[config.mk]
export PLATFORM = sky130hd
export DESIGN_NAME = ps2_host_tx
export DESIGN_NICKNAME = d
export VERILOG_FILES = /design/src/rtl/ps2_pkg.sv /design/src/rtl/ps2_line_filter.sv /design/src/rtl/ps2_host_tx.sv
export SDC_FILE = /design/constraint.sdc
export NUM_CORES = 1
export LEC_CHECK = 0
export CORE_MARGIN = 3
export CORE_UTILIZATION = 60
export DETAILED_ROUTE_END_ITERATION = 8
export PLACE_DENSITY = 0.84
export SETUP_SLACK_MARGIN = 0.2
export SLEW_MARGIN = 30
export SYNTH_ARGS = -nofsm -noshare
export SYNTH_HDL_FRONTEND = slang
export SYNTH_SLANG_ARGS = --single-unit
export TNS_END_PERCENT = 20
[constraint.sdc]
create_clock -name clk -period 4.04 [get_ports clk]
set_input_delay 0.606 -clock clk [delete_from_list [all_inputs] [get_ports clk]]
set_output_delay 0.606 -clock clk [all_outputs]
set_load 0.02 [all_outputs]
[src/rtl/ps2_pkg.sv]
// Shared definitions for the PS/2 host-to-device transmitter: FSM states,
// error codes and the mouse command bytes.
package ps2_pkg;

  typedef enum logic [2:0] {
    IDLE      = 3'd0,
    INHIBIT   = 3'd1,
    REQ       = 3'd2,
    SEND      = 3'd3,
    WAIT_IDLE = 3'd4
  } ps2_state_e;

  localparam logic [1:0] ERR_NONE     = 2'b00;
  localparam logic [1:0] ERR_START_TO = 2'b01;
  localparam logic [1:0] ERR_XFER_TO  = 2'b10;
  localparam logic [1:0] ERR_NO_ACK   = 2'b11;

  localparam logic [7:0] CMD_RESET    = 8'hFF;
  localparam logic [7:0] CMD_ENABLE   = 8'hF4;
  localparam logic [7:0] CMD_SET_RATE = 8'hF3;
  localparam logic [7:0] ACK_BYTE     = 8'hFA;

  // PS/2 frames carry odd parity: data bits plus parity hold an odd number of ones
  function automatic logic odd_parity(input logic [7:0] d);
    return ~^d;
  endfunction

endpackage

[src/rtl/ps2_line_filter.sv]
// Conditions one raw PS/2 line: 2-FF synchronizer, stability filter that needs
// FILTER_LEN consecutive differing samples to move, and a falling-edge pulse.
module ps2_line_filter #(
  parameter int FILTER_LEN = 8
) (
  input  logic clk,
  input  logic rst,
  input  logic line_in,
  output logic level,
  output logic fall_edge
);

  localparam int CW = (FILTER_LEN > 1) ? $clog2(FILTER_LEN) : 1;

  logic [1:0]    sync_r;
  logic [CW-1:0] stable_cnt_r;
  logic          level_r;
  logic          fall_r;

  // two-stage synchronizer; idle bus level is high
  always_ff @(posedge clk or posedge rst) begin
    if (rst) begin
      sync_r <= 2'b11;
    end else begin
      sync_r <= {sync_r[0], line_in};
    end
  end

  // stability filter; fall_r is high in the first cycle the level reads low
  always_ff @(posedge clk or posedge rst) begin
    if (rst) begin
      stable_cnt_r <= '0;
      level_r      <= 1'b1;
      fall_r       <= 1'b0;
    end else if (sync_r[1] == level_r) begin
      stable_cnt_r <= '0;
      fall_r       <= 1'b0;
    end else if (stable_cnt_r == CW'(FILTER_LEN - 1)) begin
      stable_cnt_r <= '0;
      level_r      <= sync_r[1];
      fall_r       <= level_r;
    end else begin
      stable_cnt_r <= stable_cnt_r + CW'(1);
      fall_r       <= 1'b0;
    end
  end

  assign level     = level_r;
  assign fall_edge = fall_r;

endmodule

[src/rtl/ps2_host_tx.sv]
// PS/2 host-to-device transmitter: inhibit, request-to-send, clock out one
// command byte with odd parity and stop bit, then check the device ack.
module ps2_host_tx
  import ps2_pkg::*;
#(
  parameter int INHIBIT_CYC       = 13000,
  parameter int RTS_SETUP_CYC     = 260,
  parameter int START_TIMEOUT_CYC = 1950000,
  parameter int XFER_TIMEOUT_CYC  = 260000,
  parameter int FILTER_LEN        = 8
) (
  input  logic       clk,
  input  logic       rst,
  input  logic [7:0] tx_data,
  input  logic       tx_valid,
  output logic       tx_ready,
  input  logic       ps2_clk_in,
  input  logic       ps2_data_in,
  output logic       ps2_clk_drive_low,
  output logic       ps2_data_drive_low,
  output logic       busy,
  output logic       done,
  output logic       error,
  output logic [1:0] err_code
);

  localparam int MAX_AB  = (INHIBIT_CYC > RTS_SETUP_CYC) ? INHIBIT_CYC : RTS_SETUP_CYC;
  localparam int MAX_CD  = (START_TIMEOUT_CYC > XFER_TIMEOUT_CYC) ? START_TIMEOUT_CYC : XFER_TIMEOUT_CYC;
  localparam int MAX_CYC = (MAX_AB > MAX_CD) ? MAX_AB : MAX_CD;
  localparam int CW      = $clog2(MAX_CYC + 1);

  ps2_state_e    state_r, state_s;
  logic [CW-1:0] cnt_r, cnt_s;
  logic [3:0]    bit_cnt_r, bit_cnt_s;
  logic [7:0]    data_r, data_s;
  logic          parity_r, parity_s;
  logic          clk_dl_r, clk_dl_s;
  logic          data_dl_r, data_dl_s;
  logic [1:0]    err_code_r, err_code_s;
  logic          done_r, done_s;
  logic          error_r, error_s;
  logic          tx_ready_r, busy_r;
  logic          abort_s;
  logic [1:0]    abort_code_s;
  logic          clk_lvl_s, clk_fall_s, data_lvl_s, data_fall_unused_s;

  ps2_line_filter #(.FILTER_LEN(FILTER_LEN)) u_clk_filter (
    .clk(clk), .rst(rst), .line_in(ps2_clk_in),
    .level(clk_lvl_s), .fall_edge(clk_fall_s)
  );

  ps2_line_filter #(.FILTER_LEN(FILTER_LEN)) u_data_filter (
    .clk(clk), .rst(rst), .line_in(ps2_data_in),
    .level(data_lvl_s), .fall_edge(data_fall_unused_s)
  );

  // next state, counters and next values of the registered outputs
  always_comb begin
    state_s      = state_r;
    cnt_s        = cnt_r + CW'(1);
    bit_cnt_s    = bit_cnt_r;
    data_s       = data_r;
    parity_s     = parity_r;
    clk_dl_s     = clk_dl_r;
    data_dl_s    = data_dl_r;
    err_code_s   = err_code_r;
    done_s       = 1'b0;
    error_s      = 1'b0;
    abort_s      = 1'b0;
    abort_code_s = ERR_NONE;
    case (state_r)
      IDLE: begin
        cnt_s     = '0;
        bit_cnt_s = 4'd0;
        clk_dl_s  = 1'b0;
        data_dl_s = 1'b0;
        if (tx_valid && tx_ready_r) begin
          state_s    = INHIBIT;
          data_s     = tx_data;
          parity_s   = odd_parity(tx_data);
          err_code_s = ERR_NONE;
          clk_dl_s   = 1'b1;
        end else begin
          state_s = IDLE;
        end
      end
      INHIBIT: begin
        if (cnt_r == CW'(INHIBIT_CYC - 1)) begin
          state_s   = REQ;
          cnt_s     = '0;
          data_dl_s = 1'b1;
        end else begin
          state_s = INHIBIT;
        end
      end
      REQ: begin
        if (cnt_r == CW'(RTS_SETUP_CYC - 1)) begin
          state_s   = SEND;
          cnt_s     = '0;
          clk_dl_s  = 1'b0;
        end else begin
          state_s = REQ;
        end
      end
      SEND: begin
        // a falling edge takes priority over a timeout expiring in the same cycle
        if (clk_fall_s) begin
          bit_cnt_s = bit_cnt_r + 4'd1;
          cnt_s     = (bit_cnt_r == 4'd0) ? '0 : cnt_r + CW'(1);
          if (bit_cnt_r < 4'd8) begin
            data_dl_s = ~data_r[bit_cnt_r[2:0]];
          end else if (bit_cnt_r == 4'd8) begin
            data_dl_s = ~parity_r;
          end else if (bit_cnt_r == 4'd9) begin
            data_dl_s = 1'b0;
          end else if (data_lvl_s) begin
            abort_s      = 1'b1;
            abort_code_s = ERR_NO_ACK;
          end else begin
            state_s = WAIT_IDLE;
          end
        end else if (bit_cnt_r == 4'd0) begin
          if (cnt_r == CW'(START_TIMEOUT_CYC - 1)) begin
            abort_s      = 1'b1;
            abort_code_s = ERR_START_TO;
          end else begin
            state_s = SEND;
          end
        end else begin
          if (cnt_r == CW'(XFER_TIMEOUT_CYC - 1)) begin
            abort_s      = 1'b1;
            abort_code_s = ERR_XFER_TO;
          end else begin
            state_s = SEND;
          end
        end
      end
      WAIT_IDLE: begin
        cnt_s     = '0;
        clk_dl_s  = 1'b0;
        data_dl_s = 1'b0;
        if (clk_lvl_s && data_lvl_s) begin
          state_s = IDLE;
          done_s  = 1'b1;
        end else begin
          state_s = WAIT_IDLE;
        end
      end
      default: begin
        state_s   = IDLE;
        clk_dl_s  = 1'b0;
        data_dl_s = 1'b0;
      end
    endcase
    if (abort_s) begin
      state_s    = IDLE;
      clk_dl_s   = 1'b0;
      data_dl_s  = 1'b0;
      err_code_s = abort_code_s;
      error_s    = 1'b1;
    end else begin
      error_s = 1'b0;
    end
  end

  // state and registered outputs; reset releases both lines immediately
  always_ff @(posedge clk or posedge rst) begin
    if (rst) begin
      state_r    <= IDLE;
      cnt_r      <= '0;
      bit_cnt_r  <= 4'd0;
      data_r     <= 8'h00;
      parity_r   <= 1'b0;
      clk_dl_r   <= 1'b0;
      data_dl_r  <= 1'b0;
      err_code_r <= ERR_NONE;
      done_r     <= 1'b0;
      error_r    <= 1'b0;
      tx_ready_r <= 1'b1;
      busy_r     <= 1'b0;
    end else begin
      state_r    <= state_s;
      cnt_r      <= cnt_s;
      bit_cnt_r  <= bit_cnt_s;
      data_r     <= data_s;
      parity_r   <= parity_s;
      clk_dl_r   <= clk_dl_s;
      data_dl_r  <= data_dl_s;
      err_code_r <= err_code_s;
      done_r     <= done_s;
      error_r    <= error_s;
      tx_ready_r <= (state_s == IDLE);
      busy_r     <= (state_s != IDLE);
    end
  end

  assign tx_ready           = tx_ready_r;
  assign busy               = busy_r;
  assign ps2_clk_drive_low  = clk_dl_r;
  assign ps2_data_drive_low = data_dl_r;
  assign done               = done_r;
  assign error              = error_r;
  assign err_code           = err_code_r;

endmodule

# After elaboration in Yosys (flattened, before gate mapping)

Cells that the tools add are included.

Reductions and logical operators: 19
Muxes and demuxes: 64
Shift-type cells: 0
Divide/modulo/power cells: 0
Add/subtract/negate cells: 4
Bitwise gates (word level): 4
Order comparisons: 2
Eq/ne operators: 21
Multipliers: 0

Operators by type and width:

| operator                                                                | count |
|---|---|
| 21-bit two-way mux                                                      | 4 |
| 21-bit case mux with 4 select lines                                     | 1 |
| 3-bit two-way mux                                                       | 14 |
| 1-bit two-way mux                                                       | 27 |
| 2-bit two-way mux                                                       | 12 |
| 21-bit by 1-bit adder with 21-bit output, second input constant         | 1 |
| 21-bit by 14-bit equality test with 1-bit output, second input constant | 1 |
| 21-bit by 18-bit equality test with 1-bit output, second input constant | 1 |
| 21-bit equality test, second input constant                             | 1 |
| 21-bit by 9-bit equality test with 1-bit output, second input constant  | 1 |
| 3-bit case mux with 5 select lines                                      | 1 |
| 2-bit AND reduction                                                     | 6 |
| 3-bit equality test, second input constant                              | 3 |
| 4-bit equality test, second input constant                              | 2 |
| 4-bit case mux with 2 select lines                                      | 1 |
| 8-bit XNOR reduction                                                    | 1 |
| 3-bit by 1-bit adder with 3-bit output, second input constant           | 2 |
| 3-bit by 2-bit equality test with 1-bit output, second input constant   | 2 |
| 3-bit logical NOT                                                       | 2 |
| 3-bit != test, second input constant                                    | 2 |
| 1-bit case mux with 3 select lines                                      | 2 |
| 2-bit nonzero test                                                      | 3 |
| 5-bit != test, second input constant                                    | 1 |
| 4-bit by 1-bit adder with 4-bit output, second input constant           | 1 |
| 15 further kinds                                                        | 22 |

Memory bits (writable): 0
Memories kept: 0
Bits in latches: 0
Word-level logic and storage cells: 133
ROM bits: 0
Output and inout port bits: 8
Bits in registers: 58

# Logic depth before layout (Yosys ltp)

Gate-level depths: netlist of run 1.

Word-level depth: 8
Mapped depth: 8
Gate-level depth less buffers: 8

# By module

From an unflattened synthesis of run 1, not the netlist that was laid out.

Cell total of the unflattened synthesis: 287
Area total of the unflattened synthesis: 3012.9 sq um

Modules (own cells, without submodules):

| module          | instances | cells each | seq. area each (sq um) | area an instance (sq um) |
|---|---|---|---|---|
| ps2_host_tx     | 1         | 255        | 1127.3                 | 2487.4 |
| ps2_line_filter | 2         | 16         | 178.9                  | 262.8 |

# Worst setup path before layout of run 1

Ideal clock, no wire load.

Path kind: reg-to-reg
Start point: register bit_cnt_r[0]
End point: register data_dl_r, in the netlist ps2_data_drive_low
Buffers on the path: 0
Required time: 3.915 ns
Cell stages (with the launch flop): 9
Clock period less this slack: 2.275 ns
Setup time: 0.125 ns
Arrival: 2.150 ns
Path slack: 1.765 ns
Cells stage by stage: dfrtp_1 -> inv_1 -> ha_1 -> nor3b_1 -> or4_1 -> o22ai_2 -> o2111a_1 -> a211oi_1 -> mux2_4

Word-level cells in the longest chain between the ends: 8
Elaborated cells between the ends (all ways): 23
Classes of those cells: order compare: 1; eq/ne: 6; mux: 13; bitwise: 1; reduce/logical: 2

Ends and longest elaborated chain:

| element                                               | line               | RTL |
|---|---|---|
| from (decl)                                           | ps2_host_tx.sv:34  | `logic [3:0] bit_cnt_r, bit_cnt_s;` |
| from (signal assigned)                                | ps2_host_tx.sv:184 | `bit_cnt_r <= bit_cnt_s;` |
| 4-bit equality test                                   | ps2_host_tx.sv:114 | `end else if (bit_cnt_r == 4'd9) begin` |
| 1-bit two-way mux                                     | ps2_host_tx.sv:114 |  |
| 1-bit two-way mux                                     | ps2_host_tx.sv:112 | `end else if (bit_cnt_r == 4'd8) begin` |
| 1-bit two-way mux                                     | ps2_host_tx.sv:110 | `if (bit_cnt_r < 4'd8) begin` |
| 1-bit two-way mux *                                   | ps2_host_tx.sv:107 | `if (clk_fall_s) begin` |
| 1-bit two-way mux *                                   | ps2_host_tx.sv:71  | `case (state_r)` |
| named net abort_s                                     | ps2_host_tx.sv:43  | `logic abort_s;` |
| 5-bit != test (no line), or another cell as far along | -                  |  |
| 4-bit AND reduction (no line)                         | -                  |  |
| to (signal assigned)                                  | ps2_host_tx.sv:188 | `data_dl_r <= data_dl_s;` |
| to (decl)                                             | ps2_host_tx.sv:38  | `logic data_dl_r, data_dl_s;` |

The timed path passes the listed nets; every way through them passes the cells marked *. The select of a mux whose other input is x is not followed.
A chain may end at the register's enable or synchronous reset.

# Worst setup path after layout of run 1

Ends and elaborated chain as after synthesis.

==> metrics.md, run 1 <==
| Metric | Value |
|---|---|
| Final setup fails | `0` |
| Total grt overflow | `0` |
| Worst Path Arrival | `2.84 ns` |
| Synthesized flop and latch total | `58` |
| Core footprint | `0.00456 mm²` |
| Number of global-route vias before repair | `2255` |
| DR vias | `2272` |
| CTS tree | `done` |
| Root Driver | `clkbuf_8` |
| PwrDens | `358 mW/mm²` |
| Gpl congestion | `between 0.8 and 0.9` |
| I/O Pins | `21` |
| Status | `finished, final reports clean` |
| Delay-heaviest family, CP | `simple AND/OR/NAND/NOR gates` |
| Area Growth Syn to Fin | `13.9%` |
| Max stage delay on crit path | `between 0.5 and 0.6 ns` |
| CP Class | `flip-flop to flip-flop` |
| CP max-delay cell | `or4_1` |
| DRT iter0 DRCs | `281` |
| GRT Resource Usage Total | `23.0%` |
| Number of routed nets with antenna violations | `0` |
| Synth area leaders | `dfrtp_1, dfstp_2, nand2_1, xnor2_1, nor2_1` |
| RSZ-0062 raised after global routing | `false` |
| Synth Net Count | `~320` |
| Syn Area/Cell | `between 9 and 10 µm²` |
| Post-CTS Setup Inserts | `0` |
| Cell with the most instances after synthesis | `dfrtp_1` |
| Yosys top cell area share | `43.1%` |
| Post-synth ARST share | `100%` |
| WP buf/inv | `1` |
| Placed wire-length estimate | `between 4000 and 5000 µm` |
| Pin count of the biggest net entering global routing | `48` |
| Wirelength per Cell | `15.5 µm` |
| Max-cap viol count | `0` |
| Die Y | `76.3 µm` |
| Starting Density | `between 60 and 70%` |
| CP Capture Type | `flip-flop` |
| Mapped Area | `0.00296 mm²` |
| Hold-fix buffers at CTS | `0` |
| H-tree depth | `3` |
| Final hold vios | `0` |
| Deepest clock path buffer count | `2` |
| Placed Area | `0.00321 mm²` |
| Peak Freq | `about 380 MHz` |
| Drt pass-1 iters | `4` |
| Busiest layer in global routing | `met2` |
| Min-Delay Path Class | `flip-flop to flip-flop` |
| Final min period | `2.62 ns` |
| Ys Warns | `0` |
| Vias/cell | `a little under 6` |
| Setup TNS | `0 ns` |
| TritonCTS Buffers | `9` |
| Post-route DRC | `0` |
| Critical path launch point type | `flip-flop` |
| Worst skew pair latency | `0.34 ns` |
| Met3 usage | `under 10%` |
| Final Instance Area | `0.00337 mm²` |
| Largest area contributor in the netlist | `dfrtp_1` |
| Critical-path maximum fanout | `7` |
| Slew Viols, Final | `0` |
| Tcrit/Tclk final | `64.8%` |
| Cts repair resizes | `0` |
| Commonest cells in the netlist | `dfrtp_1, nand2_1, nor2_1` |
| Leakage | `0.00148 µW` |
| Final Skew | `0.00691 ns` |
| Worst Max-Slew Pin Slew | `0.794 ns` |
| Die area | `a little under 0.006 mm²` |
| Synth unique cells | `slightly below 50` |
| First-pass GRT wire length | `10600 µm` |
| Initial antenna violation count | `0` |
| PortBufs | `20` |
| Sequential area share after synthesis | `49.3%` |
| Layout Nets | `343` |
| Req. time, crit path | `4.27 ns` |
| ANT cells | `0` |
| Met1 Use GR | `28.9%` |
| Grt met2 use | `36.2%` |
| Post-synth top flop | `dfrtp_1` |
| CP Cell Sequence | `inv_1 > ha_1 > nor3b_1 > or4_1 > o22ai_2 > o2111a_1 > a211oi_1 > mux2_4` |
| Layout cells sized above 1 | `10.7%` |
| Peak supply drop | `0.229 mV` |
| DIE WIDTH | `76.3 µm` |
| Number of enable flip-flop cells after synthesis | `0` |
| Final wirelength | `6060 µm` |
| # rows | `24` |
| Clock sink total | `58` |
| Slew HR | `47.0%` |
| CTS clk-pin slew, worst paths | `0.07 ns` |
| Cell count after synthesis | `302` |
## flip-flops by register name, summed over array words and instances (netlist names), 2 cells and up
signal / cells
bit_cnt_r: 4
cnt_r: 21
data_r: 8
err_code: 2
state_r: 3
u_clk_filter.stable_cnt_r: 3
u_clk_filter.sync_r: 2
u_data_filter.stable_cnt_r: 3
u_data_filter.sync_r: 2
## stage by stage
step	total power [µW]	hold slack [ns]	instances	util [%]	setup WS, ns
2_1_floorplan	720	0.345	302	-	1.76
4_1_cts	1220	0.356	392	73.8	1.44
3_5_place_dp	758	0.347	376	70.2	1.51
6_report	1210	0.356	392	73.9	1.42
3_3_place_gp	747	0.346	376	70.1	1.63
5_1_grt	1270	0.360	392	73.9	1.24
## layer usage
layer	part of all wire, %	up-vias
li1	-	1089
met1	43	1096
met2	49	73
met3	5.6	14
met4	2.2	0
met5	0	-
## path summary, 6_finish.rpt
check,startpoint,cells after the start,end,slack (ns)
setup / recovery,bit_cnt_r[0],8,ps2_data_drive_low,1.42
hold / removal,u_data_filter.sync_r[0],0,u_data_filter.sync_r[1],0.36
setup reg to reg,bit_cnt_r[0],8,ps2_data_drive_low,1.42
hold reg to reg,u_data_filter.sync_r[0],0,u_data_filter.sync_r[1],0.36
max in group asynchronous,rst,3,tx_ready,2.61
min in group asynchronous,rst,2,u_data_filter.stable_cnt_r[0],0.72
## cells by family after synthesis
kind of cell               count (synthesis)  share of synthesized area [%]
AOI/OAI and AO/OA                         36                           8.32
xor gates and xnor gates                  28                           8.28
adders and majority gates                  8                           3.38
buffers and inverters                     23                           3.21
DFF                                       58                           49.3
muxes                                      6                           3.13
and+or+nand+nor                          143                           24.4
## placed cells by master (no fill, tap or decap), types with 4 or more instances in the layout
master,count
clkbuf_8,10
nor2_1,34
nor2b_1,5
ha_1,8
dfstp_2,7
o21ai_0,9
xor2_1,11
clkdlybuf4s50_1,20
and3_1,4
nor3_1,11
dfrtp_1,51
nand2_1,44
nand4_1,6
nor3b_1,4
a21oi_1,5
clkinv_2,5
inv_1,8
a31oi_1,4
nand3_1,11
xnor2_1,17
## power breakdown
group	total, µW	leakage, µW	switching (µW)	internal, µW
sequential	649	0.000751	26.0	623
clock	462	0.0000899	227	235
combinational	95.7	0.000641	43.3	52.4
total	1210	0.00148	297	910
## layout make-up
cell class | count | area (µm²)
Tap cell | 65 | 81.3
Inverter | 10 | 38.8
Clock buffer | 12 | 145
Sequential cell | 58 | 1460
Clock inverter | 4 | 20.0
Timing Repair Buffer | 22 | 215
Multi-Input combinational cell | 221 | 1410
Fill cell | 318 | 1190
Note: power is estimated with default switching activity, not from simulation.
==> run 2, diff against run 1 <==
Settings changed: CORE_UTILIZATION 60 to 58, PLACE_DENSITY 0.84 to 0.82.
Clock period 4.04 ns to 2.6 ns, I/O delays scaled along.
==> run 2 against run 1 <==
Flip-flop and latch count unchanged. Largest cell class unchanged. Die area increased by 3.2%. Sequential power up 54%. Critical path type unchanged. Largest power group is now the clock network. Worst hold slack worse by 0.00067 ns.
==> metrics.md, run 2 (same netlist as run 1, synthesis figures left out) <==
| Metric | Value |
|---|---|
| Hold-fix buffers at CTS | `0 (unchanged)` |
| Final hold vios | `0 (unchanged)` |
| Clock sink total | `58 (unchanged)` |
| Peak supply drop | `0.423 mV (was 0.229 mV)` |
| Layout cells sized above 1 | `14.5% (was 10.7%)` |
| Layout Nets | `353 (was 343)` |
| CTS tree | `done (unchanged)` |
| Hold Path Stages | `0 (unchanged)` |
| DR vias | `2289 (was 2272)` |
| Die Y | `77.5 µm (was 76.3 µm)` |
| DIE WIDTH | `77.5 µm (was 76.3 µm)` |
| Sw Share | `21.1% (was 24.6%)` |
| Die area | `0.00600 mm² (was 0.00581 mm²)` |
| Grt met2 use | `38.5% (was 36.2%)` |
| Worst Path Arrival | `2.52 ns (was 2.84 ns)` |
| Max-cap viol count | `0 (unchanged)` |
| First-pass GRT wire length | `10700 µm (was 10600 µm)` |
| CP Class | `flip-flop to flip-flop (unchanged)` |
| Core footprint | `0.00482 mm² (was 0.00456 mm²)` |
| Int Pwr | `1730 µW (was 910 µW)` |
| Max reg flops | `21 (unchanged)` |
| Root Driver | `clkbuf_8 (unchanged)` |
| H-tree depth | `3 (unchanged)` |
| Peak Freq | `436 MHz (was 382 MHz)` |
| Biggest regs | `cnt_r x21, data_r x8, bit_cnt_r x4 (unchanged)` |
| Critical path launch point type | `flip-flop (unchanged)` |
| Comb pwr share | `6.7% (was 7.9%)` |
| Pin count of the biggest net entering global routing | `31 (was 48)` |
| I/O Pins | `21 (unchanged)` |
| TritonCTS Buffers | `9 (unchanged)` |
| Hold Worst Slack | `0.355 ns (was 0.356 ns)` |
| Commonest non-fill, non-tap cell in the layout | `dfrtp_1 (unchanged)` |
| Final Instance Area | `0.00354 mm² (was 0.00337 mm²)` |
| Status | `finished, final reports clean (unchanged)` |
| Final setup fails | `0 (unchanged)` |
| Tcrit/Tclk final | `88.2% (was 64.8%)` |
| Critical-path maximum fanout | `5 (was 7)` |
| PortBufs | `20 (unchanged)` |
| Setup TNS | `0 ns (unchanged)` |
| Gpl congestion | `0.894 (was 0.885)` |
| Reg2reg setup slack | `0.31 ns (was 1.42 ns)` |
| # rows | `25 (was 24)` |
| Min-Delay Path Class | `flip-flop to flip-flop (unchanged)` |
| ANT cells | `0 (unchanged)` |
| Slew HR | `61.5% (was 47.0%)` |
| Wirelength per Cell | `15.3 µm (was 15.5 µm)` |
| Final min period | `2.29 ns (was 2.62 ns)` |
| Switching pwr | `464 µW (was 297 µW)` |
| Number of global-route vias before repair | `2285 (was 2255)` |
| Met1 Use GR | `27.1% (was 28.9%)` |
| PwrDens | `622 mW/mm² (was 358 mW/mm²)` |
| Worst skew pair latency | `0.34 ns (about the same)` |
| Number of routed nets with antenna violations | `0 (unchanged)` |
| Most frequent cells in the layout | `dfrtp_1, nand2_1, nor2_1 (unchanged)` |
| CTS clk-pin slew, worst paths | `0.06 ns (was 0.07 ns)` |
| Initial antenna violation count | `0 (unchanged)` |
| Placed Area | `0.00325 mm² (was 0.00321 mm²)` |
| Worst reg-to-reg path cell count | `8 (unchanged)` |
| Placed wire-length estimate | `4300 µm (was 4200 µm)` |
| Flop pwr share | `45.7% (was 53.7%)` |
| Worst Max-Slew Pin Slew | `0.577 ns (was 0.794 ns)` |
| Total grt overflow | `0 (unchanged)` |
| Starting Density | `61.5% (was 64.9%)` |
| Clock Power Share | `47.7% (was 38.3%)` |
| Final worst slack | `0.308 ns (was 1.42 ns)` |
| RSZ-0062 raised after global routing | `false (unchanged)` |
| DRT iter0 DRCs | `171 (was 281)` |
| Busiest layer in global routing | `met2 (unchanged)` |
| Slew Viols, Final | `0 (unchanged)` |
| Deepest clock path buffer count | `2 (unchanged)` |
| GRT Resource Usage Total | `22.7% (was 23.0%)` |
| Pre-CTS setup slack | `0.182 ns (was 1.51 ns)` |
| Req. time, crit path | `2.83 ns (was 4.27 ns)` |
| Post-route DRC | `0 (unchanged)` |
| Final wirelength | `6170 µm (was 6060 µm)` |
| Drt pass-1 iters | `4 (unchanged)` |
| Area Growth Syn to Fin | `19.4% (was 13.9%)` |
| Vias/cell | `5.67 (was 5.80)` |
| CP Capture Type | `flip-flop (unchanged)` |
| Final Skew | `0.00691 ns (about the same)` |
| Leakage | `0.00157 µW (was 0.00148 µW)` |
| Met3 usage | `4.52% (was 7.09%)` |
| Reg with most FFs | `cnt_r (unchanged)` |
-- run 2: changes by cell type in the layout (fill, tap and decap cells not counted), sizes merged --
cell / delta
buf: +10
clkbuf: -1
bufinv: +3
inv: +1
clkinv: -3
-- run 2: through the flow --
stage | total power [µW] | cells | util [%]
after detailed placement | 1170 | 384 | 67.4
final | 2200 | 404 | 73.4
after global placement | 1160 | 384 | 67.4
after floorplan | 1120 | 302 | -
after global routing | 2280 | 404 | 73.4
after CTS | 2220 | 400 | 72.7
-- run 2: area by class of cell --
| class | count | area (µm²) |
|---|---|---|
| clock buffer | 11 | 151 |
| clock inverter | 5 | 100 |
| fill | 357 | 1280 |
| inverter | 10 | 37.5 |
| multi-input combinational | 221 | 1410 |
| sequential | 58 | 1460 |
| tap | 67 | 83.8 |
| timing repair buffer | 32 | 290 |
-- run 2: routing by layer --
metal	part of all wire, %	vias to the layer above
li1	-	1107
met1	43	1129
met2	51	41
met3	3.5	12
met4	2.4	0
met5	0	-
-- run 2: repair_timing --
action / 4_1_cts / 5_1_grt
resized for setup: 1 / 2
setup endpoints to repair: 1 / 2
buffers inserted: 0 / 4
gates cloned: 0 / 0
-- run 2: path summary, 6_finish.rpt --
check,startpoint,endpoint
setup / recovery,bit_cnt_r[1],ps2_data_drive_low
hold / removal,u_data_filter.sync_r[0],u_data_filter.sync_r[1]
setup reg to reg,bit_cnt_r[1],ps2_data_drive_low
hold reg to reg,u_data_filter.sync_r[0],u_data_filter.sync_r[1]
max in group asynchronous,rst,u_data_filter.level
min in group asynchronous,rst,cnt_r[5]
-- run 2: critical path: stages (launching register included) --
cell and delay (ns):
dfrtp_2 0.41, inv_1 0.08, ha_1 0.21, nor3b_2 0.18, or4_1 0.55, o22ai_2 0.15, nand2b_1 0.15, o311ai_1 0.13
mux2_4 0.31
-- run 2: power by group through the flow --
stage | clock network, µW | logic, µW | registers (µW)
final | 1050 | 147 | 1000
after global routing | 1100 | 169 | 1010
after CTS | 1070 | 151 | 1000
after detailed placement | 0 | 150 | 1020
after global placement | 0 | 144 | 1020
after floorplan | 0 | 107 | 1010
==> run 3, diff against run 2 <==
Settings changed: SYNTH_HIERARCHICAL set to 1.
==> run 3 against run 2 <==
The flow now finishes with violations (setup timing). Maximum frequency decreased by 12%. Combinational power is 3% higher. Flip-flop and latch count unchanged. Wire length grew 4.0%. Total power shrank 1.4%. Sequential power about the same. Worst hold slack lost 0.031 ns. Area after synthesis up 0.55%. Clock skew barely moved. Clock-buffer cell count shrank 2. Critical path depth shrank 2. Clock power shrank 4%.
==> metrics.md, run 3 <==
| Metric | Value |
|---|---|
| Status | `finished, violations left (was finished, final reports clean)` |
| Failing checks | `setup timing` |
| Synth Net Count | `306 (was 323)` |
| Commonest non-fill, non-tap cell in the layout | `dfrtp_1 (unchanged)` |
| CP Class | `flip-flop to flip-flop (unchanged)` |
| CTS clk-pin slew, worst paths | `0.07 ns (was 0.06 ns)` |
| CP Capture Type | `flip-flop (unchanged)` |
| Most frequent cells in the layout | `dfrtp_1, nor2_1, buf_4 (was dfrtp_1, nand2_1, nor2_1)` |
| Final min period | `2.61 ns (was 2.29 ns)` |
| Die Y | `77.7 µm (was 77.5 µm)` |
| Number of routed nets with antenna violations | `0 (unchanged)` |
| GRT Resource Usage Total | `24.6% (was 22.7%)` |
| Area Growth Syn to Fin | `24.1% (was 19.4%)` |
| Reg with most FFs | `cnt_r (unchanged)` |
| Max reg flops | `21 (unchanged)` |
| Reg2reg setup slack | `-0.007 ns (was 0.31 ns)` |
| Final Skew | `0.00740 ns (was 0.00691 ns)` |
| Req. time, crit path | `2.86 ns (was 2.83 ns)` |
| Wirelength per Cell | `15.9 µm (was 15.3 µm)` |
| Final core utilization | `76.2% (was 73.4%)` |
| Final setup fails | `1 (was 0)` |
| Final Instance Area | `0.00369 mm² (was 0.00354 mm²)` |
| Initial antenna violation count | `0 (unchanged)` |
| Min-Delay Path Class | `input port to async pin (was flip-flop to flip-flop)` |
| # rows | `25 (unchanged)` |
| Power consumption | `2170 µW (was 2200 µW)` |
| Slew HR | `56.9% (was 61.5%)` |
| Placed wire-length estimate | `4500 µm (was 4300 µm)` |
| Peak Freq | `384 MHz (was 436 MHz)` |
| Ys Warns | `6 (was 0)` |
| Syn Area/Cell | `10.4 µm² (was 9.81 µm²)` |
| Number of global-route vias before repair | `2414 (was 2285)` |
| Drt pass-1 iters | `4 (unchanged)` |
| Max-cap viol count | `0 (unchanged)` |
| CTS tree | `done (unchanged)` |
| Setup TNS | `-0.00653 ns (was 0 ns)` |
| Cell count after synthesis | `285 (was 302)` |
| TritonCTS Buffers | `9 (unchanged)` |
| Die area | `0.00603 mm² (was 0.00600 mm²)` |
| Root Driver | `clkbuf_8 (unchanged)` |
| DIE WIDTH | `77.7 µm (was 77.5 µm)` |
| Peak supply drop | `0.585 mV (was 0.423 mV)` |
| Worst Max-Slew Pin Slew | `0.642 ns (was 0.577 ns)` |
| Clock sink total | `58 (unchanged)` |
| Filler cells | `330 (was 357)` |
| Critical path launch point type | `flip-flop (unchanged)` |
| H-tree depth | `3 (unchanged)` |
| Critical-path maximum fanout | `4 (was 5)` |
| Biggest regs | `cnt_r x21, data_r x8, bit_cnt_r x4 (unchanged)` |
| ANT cells | `0 (unchanged)` |
| Vias/cell | `5.77 (was 5.67)` |
| Hold-fix buffers at CTS | `0 (unchanged)` |
| PortBufs | `20 (unchanged)` |
| Placed Area | `0.00340 mm² (was 0.00325 mm²)` |
| DRT iter0 DRCs | `195 (was 171)` |
| DR vias | `2327 (was 2289)` |
| Final wirelength | `6420 µm (was 6170 µm)` |
| Slew Viols, Final | `0 (unchanged)` |
| Gpl congestion | `0.852 (was 0.894)` |
| First-pass GRT wire length | `11500 µm (was 10700 µm)` |
| Deepest clock path buffer count | `2 (unchanged)` |
| Mapped Area | `0.00298 mm² (was 0.00296 mm²)` |
| Core footprint | `0.00485 mm² (was 0.00482 mm²)` |
| Final hold vios | `0 (unchanged)` |
| Pin count of the biggest net entering global routing | `26 (was 31)` |
| Total grt overflow | `0 (unchanged)` |
| Worst Path Arrival | `2.87 ns (was 2.52 ns)` |
| Tcrit/Tclk final | `100% (was 88.2%)` |
| Starting Density | `61.4% (was 61.5%)` |
| I/O Pins | `21 (unchanged)` |
| Worst skew pair latency | `0.34 ns (about the same)` |
| PwrDens | `587 mW/mm² (was 622 mW/mm²)` |
| Layout cells sized above 1 | `22.9% (was 14.5%)` |
| Post-route DRC | `0 (unchanged)` |
| Final worst slack | `-0.00653 ns (was 0.308 ns)` |
| Layout Nets | `352 (was 353)` |
| RSZ-0062 raised after global routing | `true (was false)` |
| Leakage | `0.00165 µW (was 0.00157 µW)` |
## run 3: what timing repair did
action	4_1_cts	5_1_grt
buffers inserted	1	0
pin swaps	0	1
setup endpoints to repair	30	30
resized for setup	9	2
## run 3: final cells by class
type                            count  area, µm²  area share [%]
Inverter                           13       48.8            1.32
Sequential cell                    58       1460            39.5
Multi-Input combinational cell    202       1450            39.2
Clock buffer                        9        124            3.35
Tap cell                           67       83.8            2.27
Clock inverter                      7        118            3.18
Timing Repair Buffer               47        410            11.1
## run 3: report_power, final
part           total [µW]  switching, µW  internal, µW
sequential           1010           42.2           967
clock                1010            373           636
combinational         151           69.2          81.3
## run 3: through the flow
stage / std cells / hold slack, ns / worst slack [ns]
2_1_floorplan: 285 / 0.179 / -0.0149
3_3_place_gp: 386 / 0.346 / 0.0401
3_5_place_dp: 386 / 0.349 / -0.00348
4_1_cts: 403 / 0.310 / -0.000949
5_1_grt: 403 / 0.337 / -0.0673
6_report: 403 / 0.324 / -0.00653
## run 3: worst paths after layout
check                                             start                       endpoint  cells past startpoint
min in group clk                u_data_filter/sync_r[0]        u_data_filter/sync_r[1]                      0
worst max register to register                 cnt_r[6]                    err_code[1]                      6
worst min-delay path                                rst  u_data_filter/stable_cnt_r[0]                      2
worst max-delay path                           cnt_r[6]                    err_code[1]                      6
max in group asynchronous                           rst                      cnt_r[19]                      3
worst min register to register  u_data_filter/sync_r[0]        u_data_filter/sync_r[1]                      0
## run 3: layer usage
metal | vias up | wire (µm) | track usage [%]
li1 | 1122 | - | -
met1 | 1136 | 2880 | 33.3
met2 | 55 | 3100 | 38.2
met3 | 14 | 308 | 7.89
met4 | 0 | 125 | 6.76
met5 | - | 0 | 0
## run 3: critical path, stage by stage, from the launching register on
cell and delay [ns]:
dfrtp_1 0.38, or4b_4 0.54, or4_4 0.52, or4_4 0.45
a221oi_4 0.31, buf_6 0.15, mux2i_1 0.18
